$ cat src/rtl/po2_pkg.sv
// Shared types and packing helpers for the po2 dot-product path and its layer scheduler.
package po2_pkg;

  typedef enum logic [1:0] {
    IDLE  = 2'd0,
    ISSUE = 2'd1,
    WAIT  = 2'd2,
    EMIT  = 2'd3
  } sched_state_t;

  localparam int W_DEFAULT = 16;
  localparam int RW        = 2 * W_DEFAULT;

  // LSB offset of slot idx in a packed vector of count slots, slot 0 in the MSBs.
  function automatic int slot_lsb(input int idx, input int width, input int count);
    return width * (count - idx - 1);
  endfunction

endpackage

$ cat src/rtl/po2_result_buffer.sv
// K-entry result store: one indexed write port, all slots presented packed MSB-first.
module po2_result_buffer
  import po2_pkg::*;
#(
  parameter int K  = 4,
  parameter int DW = RW,
  parameter int CW = (K > 1) ? $clog2(K) : 1
) (
  input  logic            clk,
  input  logic            rst,
  input  logic            wr_en,
  input  logic [CW-1:0]   wr_idx,
  input  logic [DW-1:0]   wr_data,
  output logic [K*DW-1:0] rd_data
);

  logic [DW-1:0] slot_r [K];

  // Slot registers; the index guard keeps a non-power-of-two K from writing past the end.
  always_ff @(posedge clk or posedge rst) begin
    if (rst) begin
      for (int k = 0; k < K; k++) begin
        slot_r[k] <= '0;
      end
    end else if (wr_en && (int'(wr_idx) < K)) begin
      slot_r[wr_idx] <= wr_data;
    end
  end

  // Packed read-out, channel 0 in the MSBs.
  always_comb begin
    rd_data = '0;
    for (int k = 0; k < K; k++) begin
      rd_data[slot_lsb(k, DW, K) +: DW] = slot_r[k];
    end
  end

endmodule

$ cat src/rtl/po2_layer_scheduler.sv
// Time-multiplexes one po2 dot-product engine over K output channels of a layer.
module po2_layer_scheduler
  import po2_pkg::*;
#(
  parameter int W  = 16,
  parameter int D  = 4,
  parameter int K  = 4,
  parameter int CW = (K > 1) ? $clog2(K) : 1
) (
  input  logic               clk,
  input  logic               rst,
  input  logic [D*W-1:0]     in_data,
  input  logic               in_v,
  output logic               in_ready,
  output logic [D*W-1:0]     eng_a,
  output logic [CW-1:0]      eng_sel,
  output logic               eng_start,
  input  logic               eng_done,
  input  logic [2*W-1:0]     eng_result,
  output logic [K*2*W-1:0]   out_data,
  output logic               out_v,
  input  logic               out_ready,
  output logic               busy
);

  localparam logic [CW-1:0] CH_LAST = CW'(K - 1);

  sched_state_t  state_r, state_s;
  logic [CW-1:0] ch_r, ch_s;
  logic [D*W-1:0] eng_a_r;
  logic          load_s, wr_en_s;
  logic          in_ready_r, eng_start_r, out_v_r, busy_r;
  logic [CW-1:0] eng_sel_r;

  // Next-state logic; eng_done only counts in WAIT, so stale or stray pulses never write.
  always_comb begin
    state_s = state_r;
    ch_s    = ch_r;
    load_s  = 1'b0;
    wr_en_s = 1'b0;
    case (state_r)
      IDLE: begin
        if (in_v && in_ready_r) begin
          state_s = ISSUE;
          ch_s    = '0;
          load_s  = 1'b1;
        end else begin
          state_s = IDLE;
        end
      end
      ISSUE: begin
        state_s = WAIT;
      end
      WAIT: begin
        if (eng_done) begin
          wr_en_s = 1'b1;
          if (ch_r == CH_LAST) begin
            state_s = EMIT;
          end else begin
            state_s = ISSUE;
            ch_s    = ch_r + 1'b1;
          end
        end else begin
          state_s = WAIT;
        end
      end
      EMIT: begin
        if (out_ready) begin
          state_s = IDLE;
          ch_s    = '0;
        end else begin
          state_s = EMIT;
        end
      end
      default: begin
        state_s = IDLE;
        ch_s    = '0;
      end
    endcase
  end

  // State, counter and input latch; outputs are decoded from the next state so they are glitch-free flops.
  always_ff @(posedge clk or posedge rst) begin
    if (rst) begin
      state_r     <= IDLE;
      ch_r        <= '0;
      eng_a_r     <= '0;
      in_ready_r  <= 1'b0;
      eng_start_r <= 1'b0;
      eng_sel_r   <= '0;
      out_v_r     <= 1'b0;
      busy_r      <= 1'b0;
    end else begin
      state_r     <= state_s;
      ch_r        <= ch_s;
      if (load_s) begin
        eng_a_r <= in_data;
      end
      in_ready_r  <= (state_s == IDLE);
      eng_start_r <= (state_s == ISSUE);
      eng_sel_r   <= ch_s;
      out_v_r     <= (state_s == EMIT);
      busy_r      <= (state_s != IDLE);
    end
  end

  po2_result_buffer #(
    .K  (K),
    .DW (2 * W),
    .CW (CW)
  ) u_result_buffer (
    .clk     (clk),
    .rst     (rst),
    .wr_en   (wr_en_s),
    .wr_idx  (ch_r),
    .wr_data (eng_result),
    .rd_data (out_data)
  );

  assign in_ready  = in_ready_r;
  assign eng_a     = eng_a_r;
  assign eng_sel   = eng_sel_r;
  assign eng_start = eng_start_r;
  assign out_v     = out_v_r;
  assign busy      = busy_r;

endmodule

$ cat config.mk
export PLATFORM = sky130hd
export DESIGN_NAME = po2_layer_scheduler
export DESIGN_NICKNAME = d
export VERILOG_FILES = /design/src/rtl/po2_pkg.sv /design/src/rtl/po2_result_buffer.sv /design/src/rtl/po2_layer_scheduler.sv
export SDC_FILE = /design/constraint.sdc
export NUM_CORES = 1
export LEC_CHECK = 0
export CAP_MARGIN = 10
export CELL_PAD_IN_SITES_DETAIL_PLACEMENT = 1
export CELL_PAD_IN_SITES_GLOBAL_PLACEMENT = 1
export CORE_MARGIN = 5
export CORE_UTILIZATION = 36
export CTS_BUF_LIST = sky130_fd_sc_hd__clkbuf_4
export DETAILED_ROUTE_END_ITERATION = 6
export GPL_TIMING_DRIVEN = 0
export PLACE_DENSITY = 0.83
export SLEW_MARGIN = 40
export SYNTH_ARGS = -nofsm -noshare
export SYNTH_HDL_FRONTEND = slang
export SYNTH_SLANG_ARGS = --single-unit
export TNS_END_PERCENT = 10
$ cat constraint.sdc
create_clock -name clk -period 7.7 [get_ports clk]
set_clock_uncertainty 0.2 [all_clocks]
set_input_delay 1.54 -clock clk [delete_from_list [all_inputs] [get_ports clk]]
set_output_delay 1.54 -clock clk [all_outputs]
set_load 0.02 [all_outputs]
# == Word level (Yosys, flattened, before mapping) ==
# Cells that the tools add are included.
# totals
ff_bits,200
input_bits,101
output_inout_bits,198
word_cells,49
# op_classes
n_addsub,1
order_cmp,2
n_eq_ne,10
muxes,17
n_bitwise,1
n_reduce_logical,7
# op_table
operator,n
$bwmux W128,1
$demux W32 S2,1
$mux W32,1
$mux W2,7
$eq A2 B2 Y1 const B,4
$ne A2 B2 Y1 const B,4
$pmux W2 S4,1
$pmux W2 S3,1
$mux W1,5
$reduce_and A5 Y1,1
$eq A2 B1 Y1 const B,2
$logic_not A2 Y1,2
$ge A3 B3 Y1 const B,1
$lt A3 B1 Y1 const B,1
$not A2 Y3,1
$reduce_bool A3 Y1,1
$add A2 B1 Y2 const B,1
$logic_and A1 B1 Y1,2
$reduce_bool A2 Y1,1

# == Depth between registers and ports, before layout ==
# Gate-level depths: netlist of run 1.
# logic_depth
depth_word,6
depth_mapped,6
depth_no_buf,5

# == Cells and area by module ==
# Synthesis of run 1 repeated with hierarchy kept, for this count alone.
# hier_totals
cells_unflattened,447
area_unflattened_um2,7566.0
# modules_own_cells
mod,instances,cells_per_inst,area_each_um2,seq_area_each_um2
po2_result_buffer,1,273,4748.3,3203.1
po2_layer_scheduler,1,174,2817.7,1801.7

# == Worst setup path after synthesis of run 1 ==
# OpenSTA, ideal clock, no wires.
# synth_timing
path_type,input -> register
startpoint,in eng_done
endpoint,reg u_result_buffer.slot_r (netlist bit u_result_buffer.rd_data[0])
setup_time_ns,0.128
arrival_ns,2.385
t_required_ns,7.372
slack_ns,4.988
stages,4
n_path_buf,1
cell_sequence,and2_2 > nand2_2 > buf_2 > mux2_1
# synth_between
elab_chain_len,2
# synth_lines
element,line,source
from (decl),po2_layer_scheduler.sv:18,"input logic eng_done,"
$mux W1,po2_layer_scheduler.sv:55,if (eng_done) begin
$mux W1,po2_layer_scheduler.sv:41,case (state_r)
"to (signal, indexed assignment)",po2_result_buffer.sv:26,slot_r[wr_idx] <= wr_data;
to (decl),po2_result_buffer.sv:17,logic [DW-1:0] slot_r [K];
# Every way passes these cells.
# A chain may end at the register's enable or synchronous reset.

# == Worst setup path in the final report of run 1 ==
# layout_timing
startpoint,reg in_ready_r (netlist: in_ready)
endpoint,out in_ready
# layout_rtl
element,line,source
from (decl),po2_layer_scheduler.sv:32,"logic in_ready_r, eng_start_r, out_v_r, busy_r;"
from (signal assigned),po2_layer_scheduler.sv:99,in_ready_r <= (state_s == IDLE);
to (decl),po2_layer_scheduler.sv:14,"output logic in_ready,"
# No word-level cell between the ends.

==> run metrics, run 1 <==
outcome finished, final reports clean; total grt overflow 0; worst hold start u_result_buffer.rd_data[37]; Fill cells around 2000; diode count 0; most frequent cells in the layout clkdlybuf4s50_1, dfrtp_1, mux2_1; worst reg-to-reg path cell count 6; Final Power 4899 uW; Worst slew margin 60.52%; cts repair resizes 0; CP arrival 1.68 ns; CORE AREA 20890 um2; pre-CTS WS 4.181 ns; RSZ-0062 raised after global routing no; DRT iter0 DRCs 139; CP Cell Sequence clkdlybuf4s50_1; number of max-cap violations 0; Hold Path Depth 1; Critical Path RT 5.96 ns; CP max-delay cell clkdlybuf4s50_1; overall routing resource usage 17.97%; Initial Util 36.35%; largest cells by area after synthesis dfrtp_1, mux2_1, ha_1, buf_2, a2111oi_4; Max Slew Vio Count 0; root buffer cell clkbuf_4; CTS max path bufs 2; VDD IR max 0.2027 mV; hold endpoint u_result_buffer.rd_data[37]; die area 24090 um2; ANT nets after route 0; initial antenna violation count 0; area delta synth->final 48.55%; setup ws final 4.283 ns; hold_buf cts 0; commonest non-fill, non-tap cell in the layout clkdlybuf4s50_1; Via Count about 5000; post-synthesis cell area 7592 um2; Tcrit/Tclk final 44.38%; vias per inst 4.706; I/O Pins 299; FF-to-FF setup slack 5.52 ns; syn_area_per_cell between 15 and 20 um2; Yosys reg bits 200; DRC violations left 0; Peak Freq between 0.2 and 0.3 GHz; CP Max Fanout 4; FF-to-FF Start state_r[0]; Final #Nets 879; Final Hold Violating Endpoints 0; # rows 53; clock tree sinks 200; final setup vio count 0; DP HPWL around 17000 um; Period minus WS final 3.418 ns; Pwr Density between 400 and 500 nW/um2; fraction of layout cells with a size suffix above 1 just over 8%; IO buf count 298; DR pass1 iterations 4; WL final 21740 um; critical path class flop to primary output; WL/cell 20.57 um; syn_nets 560; area of the multi-input gates approximately 2500 um2; Crit path max-delay family buffers and inverters; Buf/Inv on CP 1; Leak 0.004997 uW; TritonCTS Buffers 17; Worst-Margin Slew about 0.6 ns; CP max stage delay 0.68 ns; kind of end point of the critical path primary output; GPL Wtd Cong 0.8313; Synth Warn # 0; clock-pin transition on the worst setup and hold timing paths 0.16 ns; register area around 5000 um2; number of global-route vias before repair 5797; top-area cell type share of the netlist area 65.92%; H-tree depth 4; Seq/Total Area, Yosys between 60 and 70%; Skew-Pair Late Insertion Delay 0.54 ns; CTS tree built; Chip Width 155.2 um; cell taking the most area after synthesis dfrtp_1; Hold Crit Class flop to flop; r2r endpoint u_result_buffer.rd_data[74]; CP startpoint kind flop; Post-Synthesis Cells 450; Die Ht 155.2 um; pin count of the biggest net entering global routing between 80 and 90; Post CTS Setup Buffer Count 0; first-pass GRT wire length 33610 um; post-synthesis cell type count 23
state kept, by name, indices dropped and copies added, names as in the netlist:
| register | cells |
|---|---|
| u_result_buffer.rd_data | 128 |
| eng_sel | 2 |
| busy | 1 |
| eng_start | 1 |
| out_v | 1 |
| eng_a | 64 |
| in_ready | 1 |
| state_r | 2 |
where the power goes:
part | leakage (uW) | internal, uW | switching [uW]
combinational | 0.00234 | 1250 | 1220
clock | 0.000158 | 206 | 372
sequential | 0.00250 | 1560 | 294
total | 0.00500 | 3010 | 1890
cells by family after synthesis:
kind of cell	Yosys count	synth area share, %
AOI/OAI and AO/OA	7	1.055
and+or+nand+nor	15	1.121
muxes	195	28.94
buffers and inverters	24	1.483
DFF	200	65.92
adders and majority gates	9	1.483
layout make-up:
type | count | share of cell area [%]
Buffer | 18 | 0.7988
Clock buffer | 18 | 1.198
Clock inverter | 14 | 1.431
Inverter | 6 | 0.2663
Multi-Input combinational cell | 226 | 21.94
Sequential cell | 200 | 44.38
Tap cell | 275 | 3.051
Timing Repair Buffer | 300 | 26.94
cells in the mapped netlist (all sizes together):
library cell	number
nand2b	1
nand3	1
buf	18
inv	6
dfrtp	200
nor2	2
a211oi	1
a21bo	1
ha	9
a2111oi	1
o31ai	1
nand2	7
nor2b	2
o21ai	1
mux2i	2
mux2	193
o21ba	1
nor3	1
o21a	1
and2	1
per-stage QoR:
step | TNS (ns) | std cells | util, % | hold WS, ns | cell area (um2)
after floorplan | 0 | 450 | - | 0.3317 | 7592
after global routing | 0 | 1057 | 53.99 | 0.3277 | 11280
after CTS | 0 | 1057 | 53.99 | 0.3155 | 11280
after detailed placement | 0 | 1025 | 52.57 | 0.2799 | 10980
after global placement | -323.02 | 1023 | 52.27 | 0.2723 | 10920
final | 0 | 1057 | 53.99 | 0.3095 | 11280
worst max path at each step:
| stage | depth (start not counted) | slack (ns) | startpoint | to |
|---|---|---|---|---|
| global route | 1 | 4.15 | in_ready | in_ready |
| CTS | 1 | 4.19 | in_ready | in_ready |
| global placement | 2 | -1.63 | rst | u_result_buffer.rd_data[112] |
| finish | 1 | 4.28 | in_ready | in_ready |
| detailed placement | 5 | 4.18 | eng_done | u_result_buffer.rd_data[74] |
| floorplan | 1 | 0.51 | rst | busy |
metal layers:
layer,part of all wire [%],up-vias,routed length (um),track usage (%)
met5,0,-,0,0
met2,52,189,11300,32.64
li1,-,2207,-,-
met4,1.4,0,301,4.669
met1,37,2557,8143,19.74
met3,9.2,21,1999,6.871
No activity file was read; power rests on OpenSTA's default activity.
==> run 2: changes to the inputs <==
Settings changed: CORE_UTILIZATION 36 to 32, PLACE_DENSITY 0.83 to 0.78.
Clock period 7.7 ns to 2.9 ns, I/O delays scaled along.
==> run 2 against run 1 <==
Effect of this change: power grew to 2.6 times the previous value; routed wire length increased by 2.3%; first-iteration DRC count fell by 38%; critical path type unchanged; highest routed layer unchanged.
==> run metrics, run 2 (synthesized netlist as in run 1, its figures left out) <==
root buffer cell clkbuf_4; I/O Pins 299 (unchanged); H-tree depth 4 (unchanged); CTS tree built; Peak Freq 0.4092 GHz; overall routing resource usage 16.49% (-1.5 points); CP max-delay cell clkdlybuf4s50_1; number of global-route vias before repair 5746 (-0.88%); DR pass1 iterations 4 (unchanged); WL/cell 20.08 um (-2.4%); fraction of layout cells with a size suffix above 1 8.999% (+0.94 points); GPL Wtd Cong 0.7274 (-12%); P_sw 5019 uW (+170%); most frequent cells in the layout clkdlybuf4s50_1, dfrtp_1, mux2_1; final non-filler cell total 1108 (+4.8%); Tcrit/Tclk final 84.27%; clock tree sinks 200 (unchanged); first-pass GRT wire length 33950 um (+1.0%); Sw Ratio 38.82% (+0.27 points); Final Hold Violating Endpoints 0 (unchanged); TritonCTS Buffers 17 (unchanged); Design Area, Final 11480 um2 (+1.8%); area delta synth->final 51.15%; initial antenna violation count 0 (unchanged); number of max-cap violations 0 (unchanged); worst reg-to-reg path cell count 6 (unchanged); Buf/Inv on CP 1 (unchanged); placed cell area 11210 um2 (+2.0%); Crit path max-delay family buffers and inverters; # rows 56 (+5.7%); DP HPWL 17520 um (+3.8%); FF-to-FF Start state_r[0]; internal power 7912 uW (+160%); Placed Instances 1077 (+5.1%); CP Max Fanout 4 (unchanged); total grt overflow 0 (unchanged); Fill cells 2407 (+20%); ANT nets after route 0 (unchanged); pin count of the biggest net entering global routing 23 (-73%); Worst-Margin Slew 0.6775 ns (+0.08893 ns); RSZ-0062 raised after global routing no; VDD IR max 0.4744 mV (+130%); die area 26910 um2 (+12%); setup ws final 0.4563 ns (-3.826 ns); CP max stage delay 0.67 ns (about the same); setup_tns 0 ns (unchanged); Max Slew Vio Count 0 (unchanged); outcome finished, final reports clean; r2r endpoint u_result_buffer.rd_data[73]; vias per inst 4.519 (-4.0%); Hold Crit Class input port to async pin; Skew-Pair Late Insertion Delay 0.55 ns (about the same); Die Ht 164.0 um (+5.7%); Pwr Density 1127 nW/um2 (+160%); Largest register FFs 128 (unchanged); CTS max path bufs 2 (unchanged); cts repair resizes 0 (unchanged); IO buf count 298 (unchanged); Post CTS Setup Buffer Count 0 (unchanged); Final #Nets 887 (+0.91%); sequential share of power 37.4% (-0.4 points); hold_buf cts 0 (unchanged); CP Cell Sequence clkdlybuf4s50_1; Initial Util 32.44% (-3.9 points); Clock Power Share 11.4% (-0.4 points); Leak 0.005057 uW (+1.2%); WL final 22250 um (+2.3%); CORE AREA 23400 um2 (+12%); CP startpoint kind flop; Final Power 12930 uW (+160%); Worst slew margin 54.56% (-6.0 points); final setup vio count 0 (unchanged); Period minus WS final 2.444 ns; area of the multi-input gates 2475 um2 (unchanged); pre-CTS WS 0.3009 ns (-3.880 ns); Critical Path RT 2.12 ns (-3.84 ns); DRC violations left 0 (unchanged); FF-to-FF setup slack 0.68 ns (-4.84 ns); clock-pin transition on the worst setup and hold timing paths 0.18 ns (+0.02 ns); CP arrival 1.66 ns (-0.02 ns); DRT iter0 DRCs 86 (-38%); Via Count 5007 (+0.66%); combinational share of power 51.3% (+0.9 points); register area 5005 um2 (unchanged); Chip Width 164.0 um (+5.7%); critical path class flop to primary output; commonest non-fill, non-tap cell in the layout clkdlybuf4s50_1; diode count 0 (unchanged); kind of end point of the critical path primary output; Worst path depth 1 (unchanged)
## run 2: cell types whose count changed in the layout (fill, tap and decap cells not counted), moves of 2 or more
cell,delta
buf_12,+3
inv_6,-3
buf_16,+3
clkinv_4,+2
buf_8,+2
clkinvlp_4,+2
## run 2: area by class of cell
class / count / share of cell area (%)
Clock inverter: 14 / 1.243
Inverter: 6 / 0.2290
Timing Repair Buffer: 308 / 27.98
Sequential cell: 200 / 43.61
Multi-Input combinational cell: 226 / 21.57
Tap cell: 319 / 3.478
Buffer: 18 / 0.7850
Clock buffer: 17 / 1.112
## run 2: through the flow
stage	hold WS, ns	utilization, %
after global placement	0.2721	46.91
after CTS	0.06199	49.04
after detailed placement	0.2806	47.88
after global routing	0.03439	49.04
final	0.1169	49.04
after floorplan	0.3317	-
## run 2: worst max path at each step
stage	end	slack, ns	from
6_report	eng_sel[0]	0.46	eng_sel[0]
5_1_grt	eng_sel[0]	0.31	eng_sel[0]
4_1_cts	eng_sel[0]	0.37	eng_sel[0]
3_5_place_dp	u_result_buffer.rd_data[73]	0.30	eng_done
3_3_place_gp	u_result_buffer.rd_data[98]	-2.20	rst
2_1_floorplan	busy	-0.47	rst
## run 2: per-layer routing
metal  routed length [um]  vias up  share of wire [%]  global-route usage (%)
met5                    0        -                  0                       0
met1                 8347     2567                 38                   17.78
li1                     -     2227                  -                       -
met3                 2602        5                 12                   8.557
met2                11200      208                 50                   29.41
met4                  100        0               0.45                   2.631
## run 2: power groups by stage
stage / sequential (uW) / combinational (uW) / clock, uW
floorplan: 6520 / 1460 / 0
detailed placement: 4940 / 6730 / 0
finish: 4830 / 6630 / 1470
global route: 5030 / 7010 / 1680
CTS: 4870 / 6750 / 1550
global placement: 4840 / 6560 / 0
==> run 3: changes to the inputs <==
Clock period 2.9 ns to 2.1 ns, I/O delays scaled along.
==> run 3 against run 2 <==
Effect of this change: sequential power up 37%; sequential share of layout area up 0.55 points; clock power up 37%; worst hold slack better by 0.13 ns; core utilization down 0.61 points; via count up 0.72%; setup slack worse by 0.35 ns; flip-flop and latch count unchanged; combinational power up 19%; first-iteration DRC count up 4.7%; clock-buffer cell count unchanged.
==> run metrics, run 3 (synthesized netlist as in run 1, its figures left out) <==
I/O Pins 299 (unchanged); Max Slew Vio Count 0 (unchanged); VDD IR max 0.5807 mV (+22%); clock tree sinks 200 (unchanged); ANT nets after route 0 (unchanged); DRT iter0 DRCs 90 (+4.7%); Sw Ratio 41.66% (+2.8 points); final setup vio count 0 (unchanged); WL/cell 20.05 um (-0.15%); final non-filler cell total 1109 (+0.090%); DR pass1 iterations 4 (unchanged); worst hold start in_data[42]; Critical Path RT 2.31 ns (+0.19 ns); Worst slew margin 54.25% (-0.31 points); fraction of layout cells with a size suffix above 1 9.494% (+0.49 points); area of the multi-input gates 2501 um2 (+1.1%); root buffer cell clkbuf_4; clock-pin transition on the worst setup and hold timing paths 0.18 ns (about the same); Design Area, Final 11330 um2 (-1.2%); combinational share of power 47.8% (-3.5 points); first-pass GRT wire length 33960 um (about the same); total grt overflow 0 (unchanged); Peak Freq 0.5027 GHz; Final #Nets 888 (+0.11%); Initial Util 32.44% (unchanged); most frequent cells in the layout dfrtp_1, dlygate4sd2_1, mux2_1; Final Power 16530 uW (+28%); DP HPWL 17520 um (unchanged); FF-to-FF Start eng_sel[0]; RSZ-0062 raised after global routing yes; Tcrit/Tclk final approximately 95%; hold endpoint eng_a[42]; critical path class flop to flop; Period minus WS final 1.989 ns; CTS max path bufs 2 (unchanged); worst reg-to-reg path cell count 4 (-2); Final Core Density 48.43% (-0.61 points); number of global-route vias before repair 5743 (-0.052%); CP arrival 2.20 ns (+0.54 ns); Leak 0.005637 uW (+11%); GPL Wtd Cong 0.7274 (unchanged); WL final 22240 um (about the same); Die Ht 164.0 um (unchanged); CP Max Fanout 5 (+1); diode count 0 (unchanged); r2r endpoint busy; Largest register FFs 128 (unchanged); overall routing resource usage 16.48% (about the same); TritonCTS Buffers 17 (unchanged); Placed Instances 1077 (unchanged); die area 26910 um2 (unchanged); commonest non-fill, non-tap cell in the layout dfrtp_1; sequential share of power 40.0% (+2.6 points); outcome finished, final reports clean; # rows 56 (unchanged); Fill cells 2467 (+2.5%); Via Count 5043 (+0.72%); CTS tree built; Worst-Margin Slew 0.6822 ns (+0.004678 ns); initial antenna violation count 0 (unchanged); Clock Power Share 12.2% (+0.8 points); IO buf count 298 (unchanged); kind of end point of the critical path flop; Final Hold Violating Endpoints 0 (unchanged); FF-to-FF setup slack 0.11 ns (-0.57 ns); Hold Path Depth 2; area delta synth->final 49.28%; Skew-Pair Late Insertion Delay 0.55 ns (about the same); DRC violations left 0 (unchanged); P_sw 6885 uW (+37%); register area 5005 um2 (unchanged); pin count of the biggest net entering global routing 23 (unchanged); Pwr Density 1458 nW/um2 (+29%); number of max-cap violations 0 (unchanged); CORE AREA 23400 um2 (unchanged); placed cell area 11210 um2 (unchanged); CP startpoint kind flop; Chip Width 164.0 um (unchanged); H-tree depth 4 (unchanged); Post CTS Setup Buffer Count 0 (unchanged); hold_ws 0.2431 ns (+0.1262 ns); vias per inst 4.547 (+0.63%); internal power 9642 uW (+22%); Hold Crit Class input port to flop
[run 3: cell count changes in the layout (fill, tap and decap cells not counted), moves of 2 or more]
cell             change
buf_2               -12
buf_6               +12
clkdlybuf4s50_1    -198
nand2_2              -3
clkbuf_2             +2
nand2_4              +3
dlygate4sd2_1      +195
[run 3: critical path: stages (launching register included)]
cell and delay [ns]:
dfrtp_1 0.46, ha_1 0.26, nand2b_1 0.15, a211oi_1 0.60, o21ai_0 0.18
[run 3: layout make-up]
class / count / share of cell area [%]
Sequential cell: 200 / 44.16
Timing Repair Buffer: 309 / 26.18
Multi-Input combinational cell: 226 / 22.07
Tap cell: 319 / 3.522
Buffer: 18 / 1.457
Clock inverter: 14 / 1.259
Clock buffer: 17 / 1.126
Inverter: 6 / 0.2318
[run 3: worst max-delay path by stage]
stage                    start                            to  slack (ns)  cells past startpoint
detailed placement    eng_done   u_result_buffer.rd_data[73]       -0.34                      5
global route        eng_sel[0]                    eng_sel[0]       -0.02                      1
floorplan                  rst                          busy       -1.11                      1
CTS                 state_r[0]  u_result_buffer.rd_data[114]       -0.01                      6
finish              eng_sel[0]                          busy        0.11                      4
global placement           rst   u_result_buffer.rd_data[98]       -2.84                      2
[run 3: metrics by stage]
step	setup TNS [ns]	setup WS (ns)
finish	0	0.1107
detailed placement	-38.33	-0.3391
global placement	-598.95	-2.841
global route	-0.02286	-0.02164
floorplan	-221.67	-1.108
CTS	-0.08741	-0.01341
[run 3: power by group through the flow]
| stage | sequential, uW | clock [uW] | combinational [uW] |
|---|---|---|---|
| floorplan | 9000 | 0 | 2020 |
| global placement | 6680 | 0 | 9070 |
| detailed placement | 6820 | 0 | 9290 |
| CTS | 6640 | 2150 | 8020 |
| global route | 6870 | 2320 | 8440 |
| finish | 6600 | 2020 | 7900 |
[run 3: what timing repair did]
action	CTS	global route
resized for setup	211	23
hold buffers	1	0
pin swaps	0	0
endpoints found under the setup margin	318	185
hold endpoints to repair	10	0
[run 3: routing by layer]
| layer | global-route usage (%) | share of wire [%] | vias up |
|---|---|---|---|
| met5 | 0 | 0 | - |
| li1 | - | - | 2242 |
| met4 | 2.631 | 0.58 | 0 |
| met1 | 17.81 | 37 | 2583 |
| met2 | 29.31 | 50 | 211 |
| met3 | 8.582 | 12 | 7 |
